--- src/rtl/pbpix_rr_arbiter.sv ---
// Round-robin arbiter merging NREQ pbpix producers into one tagged output register.
// Define PBPIX_ARB_ZERO_SKIP_EN to absorb zero-flagged beats at the arbiter and count them in skip_cnt.
module pbpix_rr_arbiter #(
  parameter int NREQ = 4,
  parameter int DW   = 16,
  parameter int IDW  = $clog2(NREQ),
  parameter int CW   = 16
) (
  input  logic               i_clk,
  input  logic               i_rstn,
  input  logic [NREQ-1:0]    in_rdy,
  output logic [NREQ-1:0]    in_ack,
  input  logic [NREQ-1:0]    in_zero,
  input  logic [NREQ*DW-1:0] in_data,
  output logic               out_rdy,
  input  logic               out_ack,
  output logic               out_zero,
  output logic [DW-1:0]      out_data,
  output logic [IDW-1:0]     out_id
`ifdef PBPIX_ARB_ZERO_SKIP_EN
  ,
  output logic [CW-1:0]      skip_cnt
`endif
);

`ifdef PBPIX_ARB_ZERO_SKIP_EN
  localparam bit ZS = 1'b1;
`else
  localparam bit ZS = 1'b0;
`endif

  logic [IDW-1:0]  ptr;
  logic            load_ok;
  logic [NREQ-1:0] eligible;
  logic            gnt_vld;
  logic [IDW-1:0]  gnt_idx;
  logic [IDW:0]    cand;
  logic [NREQ-1:0] ack_vec;
  logic [DW-1:0]   sel_data;
  logic            sel_zero;
  logic            absorb;
  logic            load;

  assign load_ok = !out_rdy || out_ack;

  // Zero beats never touch the slot, so they stay eligible while it is full.
  always_comb begin
    eligible = '0;
    for (int i = 0; i < NREQ; i++) begin
      eligible[i] = in_rdy[i] && (load_ok || (ZS && in_zero[i]));
    end
  end

  // Search ptr, ptr+1, ... with an explicit wrap so non-power-of-two NREQ works.
  always_comb begin
    gnt_vld = 1'b0;
    gnt_idx = '0;
    cand    = '0;
    for (int k = 0; k < NREQ; k++) begin
      cand = {1'b0, ptr} + (IDW+1)'(k);
      if (cand >= (IDW+1)'(NREQ)) begin
        cand = cand - (IDW+1)'(NREQ);
      end
      if (!gnt_vld && eligible[cand[IDW-1:0]]) begin
        gnt_vld = 1'b1;
        gnt_idx = cand[IDW-1:0];
      end
    end
  end

  always_comb begin
    sel_data = '0;
    sel_zero = 1'b0;
    ack_vec  = '0;
    for (int i = 0; i < NREQ; i++) begin
      if (gnt_idx == IDW'(i)) begin
        sel_data = in_data[i*DW +: DW];
        sel_zero = in_zero[i];
      end
    end
    if (gnt_vld) begin
      ack_vec[gnt_idx] = 1'b1;
    end
  end

  // Only the output is gated; internal state is already held in reset.
  assign in_ack = ack_vec & {NREQ{i_rstn}};
  assign absorb = gnt_vld && ZS && sel_zero;
  assign load   = gnt_vld && !absorb;

  always_ff @(posedge i_clk or negedge i_rstn) begin
    if (!i_rstn) begin
      out_rdy  <= 1'b0;
      out_zero <= 1'b0;
      out_data <= '0;
      out_id   <= '0;
    end else if (load) begin
      out_rdy  <= 1'b1;
      out_zero <= ZS ? 1'b0 : sel_zero;
      out_data <= sel_data;
      out_id   <= gnt_idx;
    end else if (out_ack) begin
      out_rdy  <= 1'b0;
    end
  end

  always_ff @(posedge i_clk or negedge i_rstn) begin
    if (!i_rstn) begin
      ptr <= '0;
    end else if (gnt_vld) begin
      ptr <= (gnt_idx == IDW'(NREQ-1)) ? '0 : gnt_idx + IDW'(1);
    end
  end

`ifdef PBPIX_ARB_ZERO_SKIP_EN
  always_ff @(posedge i_clk or negedge i_rstn) begin
    if (!i_rstn) begin
      skip_cnt <= '0;
    end else if (absorb) begin
      skip_cnt <= skip_cnt + CW'(1);
    end
  end
`endif

endmodule

--- config.mk ---
export PLATFORM = sky130hd
export DESIGN_NAME = pbpix_rr_arbiter
export DESIGN_NICKNAME = d
export VERILOG_FILES = /design/src/rtl/pbpix_rr_arbiter.sv
export SDC_FILE = /design/constraint.sdc
export NUM_CORES = 1
export LEC_CHECK = 0
export CAP_MARGIN = 20
export CORE_MARGIN = 2
export CORE_UTILIZATION = 41
export CTS_CLUSTER_DIAMETER = 50
export DETAILED_ROUTE_END_ITERATION = 6
export PLACE_DENSITY = 0.94
export SETUP_SLACK_MARGIN = 0.1
export SYNTH_ARGS = -nofsm -noshare
export SYNTH_HDL_FRONTEND = slang
export SYNTH_SLANG_ARGS = --single-unit
--- constraint.sdc ---
create_clock -name i_clk -period 4.1 [get_ports i_clk]
set_clock_uncertainty 0.05 [all_clocks]
set_input_delay 0.615 -clock i_clk [delete_from_list [all_inputs] [get_ports i_clk]]
set_output_delay 0.615 -clock i_clk [all_outputs]
set_load 0.005 [all_outputs]
* Word level (Yosys, flattened, before mapping)
Cells that the tools add are included.
W data, S select, Z words.
** Operators by class
- $add $sub $neg :: 8
- Magnitude comparators :: 10
- Equal/unequal tests :: 3
- Mux-type cells :: 34
- Bitwise gates (word level) :: 1
- Reductions and logical operators :: 15
** Operators with widths (number)
- $mux W16 :: 4
- $mux W2 :: 9
- $lt A2 B3 Y1 const B :: 5
- $mux W1 :: 15
- $ge A3 B3 Y1 const B :: 3
- $bmux W1 S2 :: 4
- $logic_and A1 B1 Y1 :: 8
- $sub A2 B1 Y2 const B :: 4
- $add A2 B2 Y3 const B :: 2
- $and A4 B4 Y4 :: 1
- $eq A2 B2 Y1 const B :: 2
- $logic_not A1 Y1 :: 4
- $mux W4 :: 1
- $add A2 B1 Y3 const B :: 1
- $ge A2 B3 Y1 const B :: 1
- $add A2 B1 Y2 const B :: 1
- $demux W1 S2 :: 1
- $eq A2 B1 Y1 const B :: 1
- $ge A2 B1 Y1 const B :: 1
- $logic_not A2 Y1 :: 1
- $reduce_bool A2 Y1 :: 1
- $logic_or A1 B1 Y1 :: 1
** Storage, ports and cells
- Bits in registers :: 22
- Input bits :: 75
- Output and inout bits :: 24
- Logic and storage cells :: 76

* Longest topological paths before layout
Gate-level depths: netlist (run 1).
- Word-level depth :: 21
- Depth in mapped cells :: 11
- Gate-level depth less buffers :: 9

* Worst setup path after synthesis (run 1)
OpenSTA, ideal clock, no wires.
- Path kind :: in2out
- Start :: input in_rdy[2]
- End :: output in_ack[3]
- Arrival :: 2.049 ns
- Required time :: 3.435 ns
- Slack :: 1.386 ns
- Stages on the path :: 7
- Path buffers :: 2
- Path through :: nor2b_2 -> a221oi_1 -> a211oi_2 -> ha_1 -> clkbuf_1 -> clkbuf_1 -> and3_1
** Between the ends
- Word-level cells in the longest chain between the ends :: 19
- Elaborated cells between the ends (all ways) :: 30
- Those cells by class :: order compare (2); mux (19); bitwise (1); reduce/logical (8)
** Ends and longest elaborated chain
- from (decl) :: line 11 : input logic [NREQ-1:0] in_rdy,
- $logic_and A1 B1 Y1 * :: line 50 : eligible[i] = in_rdy[i] && (load_ok || (ZS && in_zero[i]));
- $bmux W1 S2 :: line 64 : if (!gnt_vld && eligible[cand[IDW-1:0]]) begin
- $mux W1 (implied by the code) :: line 64
- $mux W1 :: line 64
- $logic_not A1 Y1 :: line 64
- $logic_and A1 B1 Y1 :: line 64
- $mux W1 :: line 64
- $logic_not A1 Y1 :: line 64
- [4 not listed]
- $mux W2 * :: line 64
- net gnt_idx[1] :: line 36 : logic [IDW-1:0] gnt_idx;
- $lt A2 B3 Y1 (implied by the code) / $ge A2 B1 Y1 (equally long branches) :: line 82 : ack_vec[gnt_idx] = 1'b1;
- $logic_and A1 B1 Y1 (implied by the code) :: line 82
- $mux W1 (implied by the code) :: line 82
- $demux W1 S2 * :: line 82
- $mux W4 * :: line 81 : if (gnt_vld) begin
- $and A4 B4 Y4 * :: line 87 : assign in_ack = ack_vec & {NREQ{i_rstn}};
- to (decl) :: line 12 : output logic [NREQ-1:0] in_ack,
The timed path passes the listed nets; every way through them passes the cells marked *. The select of a mux whose other input is x is not followed.

* Final worst setup path (run 1)
- Start :: input in_rdy[2]
- End :: output in_ack[1]
The elaborated chain is that of the path after synthesis.

==> results by group, run 1 <==
Status
  • Outcome: finished clean

Hold path
  • HP Class: flip-flop to flip-flop

Timing
  • Worst Tran Pin Value: 0.703 ns
  • Max Slew Vio Count: 0
  • Final period utilization: 85.6%
  • Max frequency: 0.285 GHz
  • Hold WS: 0.443 ns
  • Setup TNS: 0 ns
  • Max_slew headroom: 53.1%
  • Finish-stage setup viols: 0
  • RSZ-0062 raised after global routing: no
  • Hold Violations, Final: 0
  • Crit path time final: 3.51 ns

Synth
  • Post-Synthesis Cells: 181
  • Library cells used by synthesis: 33
  • Post-synthesis cell area: 1650 sq um
  • Yosys warns: 0
  • Post-synthesis register bit count: 22
  • Syn_nets: 260
  • Sequential-to-total area share from yosys stat: 33.4%
  • Syn_area_per_cell: 9.10 sq um

Floorplan
  • Initial Util: 41.8%
  • Chip Height: 67.4 um
  • # IOs: 99
  • Core Region: 3940 sq um
  • Die width: 67.4 um
  • Die footprint: 4540 sq um
  • Std cell rows: 23

Cells and area
  • Most frequent cells in the layout: clkdlybuf4s50_1 (98), dfrtp_1 (22), inv_1 (21)
  • Most common cell after layout, fill and taps aside: clkdlybuf4s50_1
  • Antenna cells: 0
  • Fraction of layout cells with a size suffix above 1: 11.0%
  • Area Overhead vs Synth: 61.7%
  • Nets@finish: 353

Clocking
  • Clock sink count: 22
  • Clk_lat worst skew: 0.27 ns
  • Post_cts resized: 0
  • Root Buffer: clkbuf_8
  • Clk slew on worst S/H paths: 0.08 ns
  • Number of setup buffers added after CTS: 0
  • CTS H-tree lvls: 1
  • CTS Buf Count: 3
  • CTS tree: done
  • Hold_buf cts: 0
  • Maximum buffer depth of the clock tree: 2

GRT
  • GRT Overall Usage: 22.3%
  • Initial antenna violation count: 0
  • Number of global-route vias before repair: 1,673
  • Largest net degree at the start of global routing: 35
  • Gr ovfl total: 0
  • Global-route wire length before repair: 7740 um

Power
  • Leak: 0.00113 uW
  • Pwr per Cell Area: 355 nW/um^2
  • Maximum vdd drop: 0.186 mV

Drt
  • Drt first pass iters: 4
  • Vias: 1,727
  • # DRC: 0
  • Post-DRT Antenna Nets: 0
  • Vias/cell: 5.35
  • Drt wl/cell: 15.5 um
  • Detailed Route WL: 5000 um
  • Iter 0 DRT Violations: 57

Place
  • Buffers on Ports: 98
  • Final GP Congestion: 0.809
  • DP HPWL: 3910 um

Critical path
  • Crit Path Max Fanout: 4
  • Largest stage delay on the critical path: 0.55 ns
  • Worst Path Required: 3.43 ns
  • Setup crit start kind: primary input
  • Critical path buffer and inverter count: 3
  • CP Class: primary input to primary output
  • Critical Path AT: 2.84 ns
  • CP top delay family: buffers and inverters
  • Crit-path slowest cell: clkdlybuf4s50_1
  • Cell mode on critical path: clkdlybuf4s50_1
  • Crit path cell chain: clkdlybuf4s50_1 -> nor2b_2 -> a221oi_1 -> a211oi_2 -> inv_1 -> ha_1 -> and3_1 -> clkdlybuf4s50_1
  • Crit end category: primary output

Run
  • Max-Cap Viols: 0
## state kept, by name (all words and copies together), names as in the netlist
register,flops
out_zero,1
out_rdy,1
ptr,2
out_id,2
out_data,16
## final cells by class
type | count | area, sq um
Clock buffer | 4 | 55.1
Fill cell | 343 | 1280
Inverter | 22 | 82.6
Multi-Input combinational cell | 121 | 888
Sequential cell | 22 | 551
Tap cell | 50 | 62.6
Timing Repair Buffer | 104 | 1030
## synthesized netlist by cell type
library cell / number / share of area (%)
o21ai_1: 2 / 0.61
clkbuf_4: 1 / 0.46
buf_2: 3 / 0.91
or2_2: 1 / 0.38
a31oi_2: 2 / 1.5
a31oi_1: 14 / 5.3
and3_1: 4 / 1.5
inv_1: 21 / 4.8
mux2i_1: 1 / 0.61
nor2_1: 19 / 4.3
a21boi_0: 1 / 0.46
a21o_1: 3 / 1.4
a21oi_1: 6 / 1.8
nor2b_2: 1 / 0.53
a211o_1: 17 / 9.0
nand2_1: 20 / 4.6
o22a_1: 1 / 0.53
a211oi_2: 1 / 0.76
and2b_1: 1 / 0.46
a221oi_1: 8 / 4.3
buf_12: 1 / 1.2
nor4_4: 1 / 1.3
buf_8: 1 / 0.91
buf_4: 1 / 0.46
a221oi_2: 10 / 9.1
nor2b_4: 1 / 0.84
nand2b_1: 2 / 0.76
clkbuf_1: 5 / 1.1
ha_1: 4 / 3.0
inv_2: 1 / 0.23
o221a_2: 1 / 0.68
buf_6: 4 / 2.7
dfrtp_1: 22 / 33
## metrics by stage
stage / instance area, sq um / total power (uW) / std cells / utilization (%) / worst slack (ns)
final: 2670 / 946 / 323 / 67.6 / 0.591
after global routing: 2670 / 1010 / 323 / 67.6 / 0.449
after CTS: 2670 / 953 / 323 / 67.6 / 0.601
after detailed placement: 2610 / 789 / 319 / 66.2 / 0.503
after global placement: 2610 / 778 / 319 / 66.2 / 0.626
after floorplan: 1650 / 584 / 181 / - / 1.39
## power breakdown
group,internal [uW],switching [uW]
Clock,85.7,74.4
Combinational,283,193
Sequential,274,37.2
## kinds of logic after synthesis
family                     count (synthesis)  share of synthesized area, %
and+or+nand+nor                           50                          14.7
AOI/OAI and AO/OA                         66                          35.5
DFF                                       22                          33.4
buffers and inverters                     38                          12.8
muxes                                      1                         0.607
adders and majority gates                  4                          3.04
## path summary, 6_finish.rpt
check,start,to,slack [ns],cells after the start
setup / recovery,in_rdy[2],in_ack[1],0.59,8
hold / removal,out_id[0],out_id[0],0.44,1
setup reg to reg,ptr[0],out_data[11],1.31,10
hold reg to reg,out_id[0],out_id[0],0.44,1
max in group asynchronous,i_rstn,out_data[13],2.72,2
min in group asynchronous,i_rstn,out_data[4],0.67,1
## routing by layer
layer	GRT usage (%)	wire [um]	part of all wire, %
met5	0	0	0
met4	6.63	57	1.1
met3	2.67	249	5.0
met2	41.1	2610	52
met1	27.1	2090	42
Note: power is estimated with default switching activity, not from simulation.
==> inputs of run 2 (changes only) <==
--- a/config.mk
+++ b/config.mk
@@ -10,7 +10,7 @@
 export CORE_UTILIZATION = 41
 export CTS_CLUSTER_DIAMETER = 50
 export DETAILED_ROUTE_END_ITERATION = 6
-export PLACE_DENSITY = 0.94
+export PLACE_DENSITY = 0.87
 export SETUP_SLACK_MARGIN = 0.1
 export SYNTH_ARGS = -nofsm -noshare
 export SYNTH_HDL_FRONTEND = slang
==> run 2 against run 1 <==
Effect of this change: count of clock-buffer cells in the layout is the same; largest power group unchanged; cell count did not move; register-to-register slack barely moved; worst setup slack worse by 0.030 ns; sequential power is essentially flat; critical endpoint unchanged; fmax is 0.84% lower; highest routed layer unchanged; clock power up 2%; first-iteration DRC count is 58% higher.
==> results by group, run 2 (synthesis results as in run 1) <==
Critical path
  • Critical Path AT: 2.87 ns (+0.03 ns)
  • Largest stage delay on the critical path: 0.56 ns (about the same)
  • Crit path cell chain: clkdlybuf4s50_1 -> nor2b_2 -> a221oi_1 -> a211oi_2 -> inv_1 -> ha_1 -> and3_1 -> clkdlybuf4s50_1
  • Worst Reg-to-Reg Cells: 10 (unchanged)
  • Cell mode on critical path: clkdlybuf4s50_1
  • Critical path buffer and inverter count: 3 (unchanged)
  • Reg-to-reg setup timing slack: 1.31 ns (about the same)
  • CP top delay family: buffers and inverters
  • Setup crit start kind: primary input
  • Crit end category: primary output
  • Critical path depth: 8 (unchanged)
  • CP Class: primary input to primary output
  • Crit-path slowest cell: clkdlybuf4s50_1
  • Crit Path Max Fanout: 4 (unchanged)
  • Worst Path Required: 3.43 ns (about the same)

Floorplan
  • # IOs: 99 (unchanged)
  • Die width: 67.4 um (unchanged)
  • Die footprint: 4540 sq um (unchanged)
  • Chip Height: 67.4 um (unchanged)
  • Initial Util: 41.8% (unchanged)
  • Std cell rows: 23 (unchanged)
  • Core Region: 3940 sq um (unchanged)

Run
  • Max-Cap Viols: 0 (unchanged)

Timing
  • Hold Violations, Final: 0 (unchanged)
  • Max_slew headroom: 65.0% (+12 points)
  • Setup TNS: 0 ns (unchanged)
  • Crit path time final: 3.54 ns (+0.0298 ns)
  • Worst Tran Pin Value: 0.525 ns (-0.179 ns)
  • RSZ-0062 raised after global routing: no
  • Finish-stage setup viols: 0 (unchanged)
  • Max frequency: 0.283 GHz (-0.84%)
  • Hold WS: 0.454 ns (+0.0110 ns)
  • Max Slew Vio Count: 0 (unchanged)
  • Final period utilization: 86.3% (+0.73 points)

Drt
  • Drt first pass iters: 6 (+2)
  • Post-DRT Antenna Nets: 0 (unchanged)
  • Vias: 1,741 (+0.81%)
  • # DRC: 0 (unchanged)
  • Iter 0 DRT Violations: 90 (+58%)
  • Drt wl/cell: 16.1 um (+4.0%)
  • Detailed Route WL: 5200 um (+4.0%)
  • Vias/cell: 5.39 (+0.81%)

Clocking
  • Post_cts resized: 0 (unchanged)
  • Clk slew on worst S/H paths: 0.08 ns (about the same)
  • Clock sink count: 22 (unchanged)
  • Root Buffer: clkbuf_8
  • CTS tree: done
  • Number of setup buffers added after CTS: 0 (unchanged)
  • Clk_lat worst skew: 0.27 ns (about the same)
  • CTS H-tree lvls: 1 (unchanged)
  • Hold_buf cts: 0 (unchanged)
  • CTS Buf Count: 3 (unchanged)
  • Maximum buffer depth of the clock tree: 2 (unchanged)

Cells and area
  • Reg with most FFs: out_data
  • Biggest regs: out_data (16), out_id (2), ptr (2)
  • Fraction of layout cells with a size suffix above 1: 11.0% (unchanged)
  • Most frequent cells in the layout: clkdlybuf4s50_1 (98), dfrtp_1 (22), inv_1 (21)
  • Non-filler instance count after layout: 323 (unchanged)
  • Area Overhead vs Synth: 61.7% (unchanged)
  • Max FFs per register: 16 (unchanged)
  • Most common cell after layout, fill and taps aside: clkdlybuf4s50_1
  • Storage cell area: 551 sq um (unchanged)
  • Footprint of the multi-input gates: 888 sq um (unchanged)
  • Nets@finish: 353 (unchanged)
  • Filler cells: 327 (-4.7%)
  • Antenna cells: 0 (unchanged)

Place
  • Inst Count DP: 319 (unchanged)
  • Buffers on Ports: 98 (unchanged)
  • Final GP Congestion: 0.753 (-7.0%)
  • DP HPWL: 3990 um (+2.1%)

GRT
  • Global-route wire length before repair: 7710 um (-0.35%)
  • Largest net degree at the start of global routing: 35 (unchanged)
  • Gr ovfl total: 0 (unchanged)
  • Number of global-route vias before repair: 1,642 (-1.9%)
  • Initial antenna violation count: 0 (unchanged)
  • GRT Overall Usage: 22.6% (+0.27 points)

Hold path
  • HP Class: flip-flop to flip-flop
  • Worst Hold Depth: 1 (unchanged)

Power
  • Leak: 0.00113 uW (unchanged)
  • Pwr per Cell Area: 360 nW/um^2 (+1.4%)
  • Tot Pwr: 960 uW (+1.4%)
  • Maximum vdd drop: 0.181 mV (-3.0%)

Status
  • Outcome: finished clean
run 2: cell counts in the layout (fill, tap and decap cells not counted):
No cell type changed its count.
run 2: path summary, 6_finish.rpt:
path                           start            to
min in group asynchronous     i_rstn  out_data[13]
setup reg to reg              ptr[0]  out_data[13]
hold reg to reg            out_id[0]     out_id[0]
hold / removal             out_id[0]     out_id[0]
setup / recovery           in_rdy[2]     in_ack[1]
max in group asynchronous     i_rstn   out_data[5]
run 2: per-stage QoR:
step / area (sq um) / utilization (%) / worst slack [ns]
2_1_floorplan: 1650 / - / 1.39
3_3_place_gp: 2610 / 66.2 / 0.659
3_5_place_dp: 2610 / 66.2 / 0.465
4_1_cts: 2670 / 67.6 / 0.560
5_1_grt: 2670 / 67.6 / 0.447
6_report: 2670 / 67.6 / 0.561
run 2: power by group:
part / switching [uW] / internal (uW)
Clock: 77.9 / 85.9
Sequential: 37.6 / 274
Combinational: 201 / 284
Total: 317 / 643
run 2: layout make-up:
type	count	share of cell area [%]
Inverter	22	3.10
Tap cell	50	2.35
Multi-Input combinational cell	121	33.3
Clock buffer	4	2.07
Timing Repair Buffer	104	38.5
Sequential cell	22	20.7
run 2: per-layer routing:
layer  track usage, %  wire length (um)  vias up
met4             10.2               134        0
met1             28.7              2180      825
met5                0                 0        -
li1                 -                 -      839
met3             2.67               247        9
met2             38.4              2640       68
run 2: worst reg2reg max path, stage by stage, from the launching register on:
cell      delay [ns]
dfrtp_1         0.44
inv_2           0.07
a21o_1          0.20
a211oi_2        0.35
inv_1           0.11
ha_1            0.22
buf_4           0.18
nor2b_4         0.45
a221oi_1        0.16
a211o_1         0.30
a31oi_1         0.17
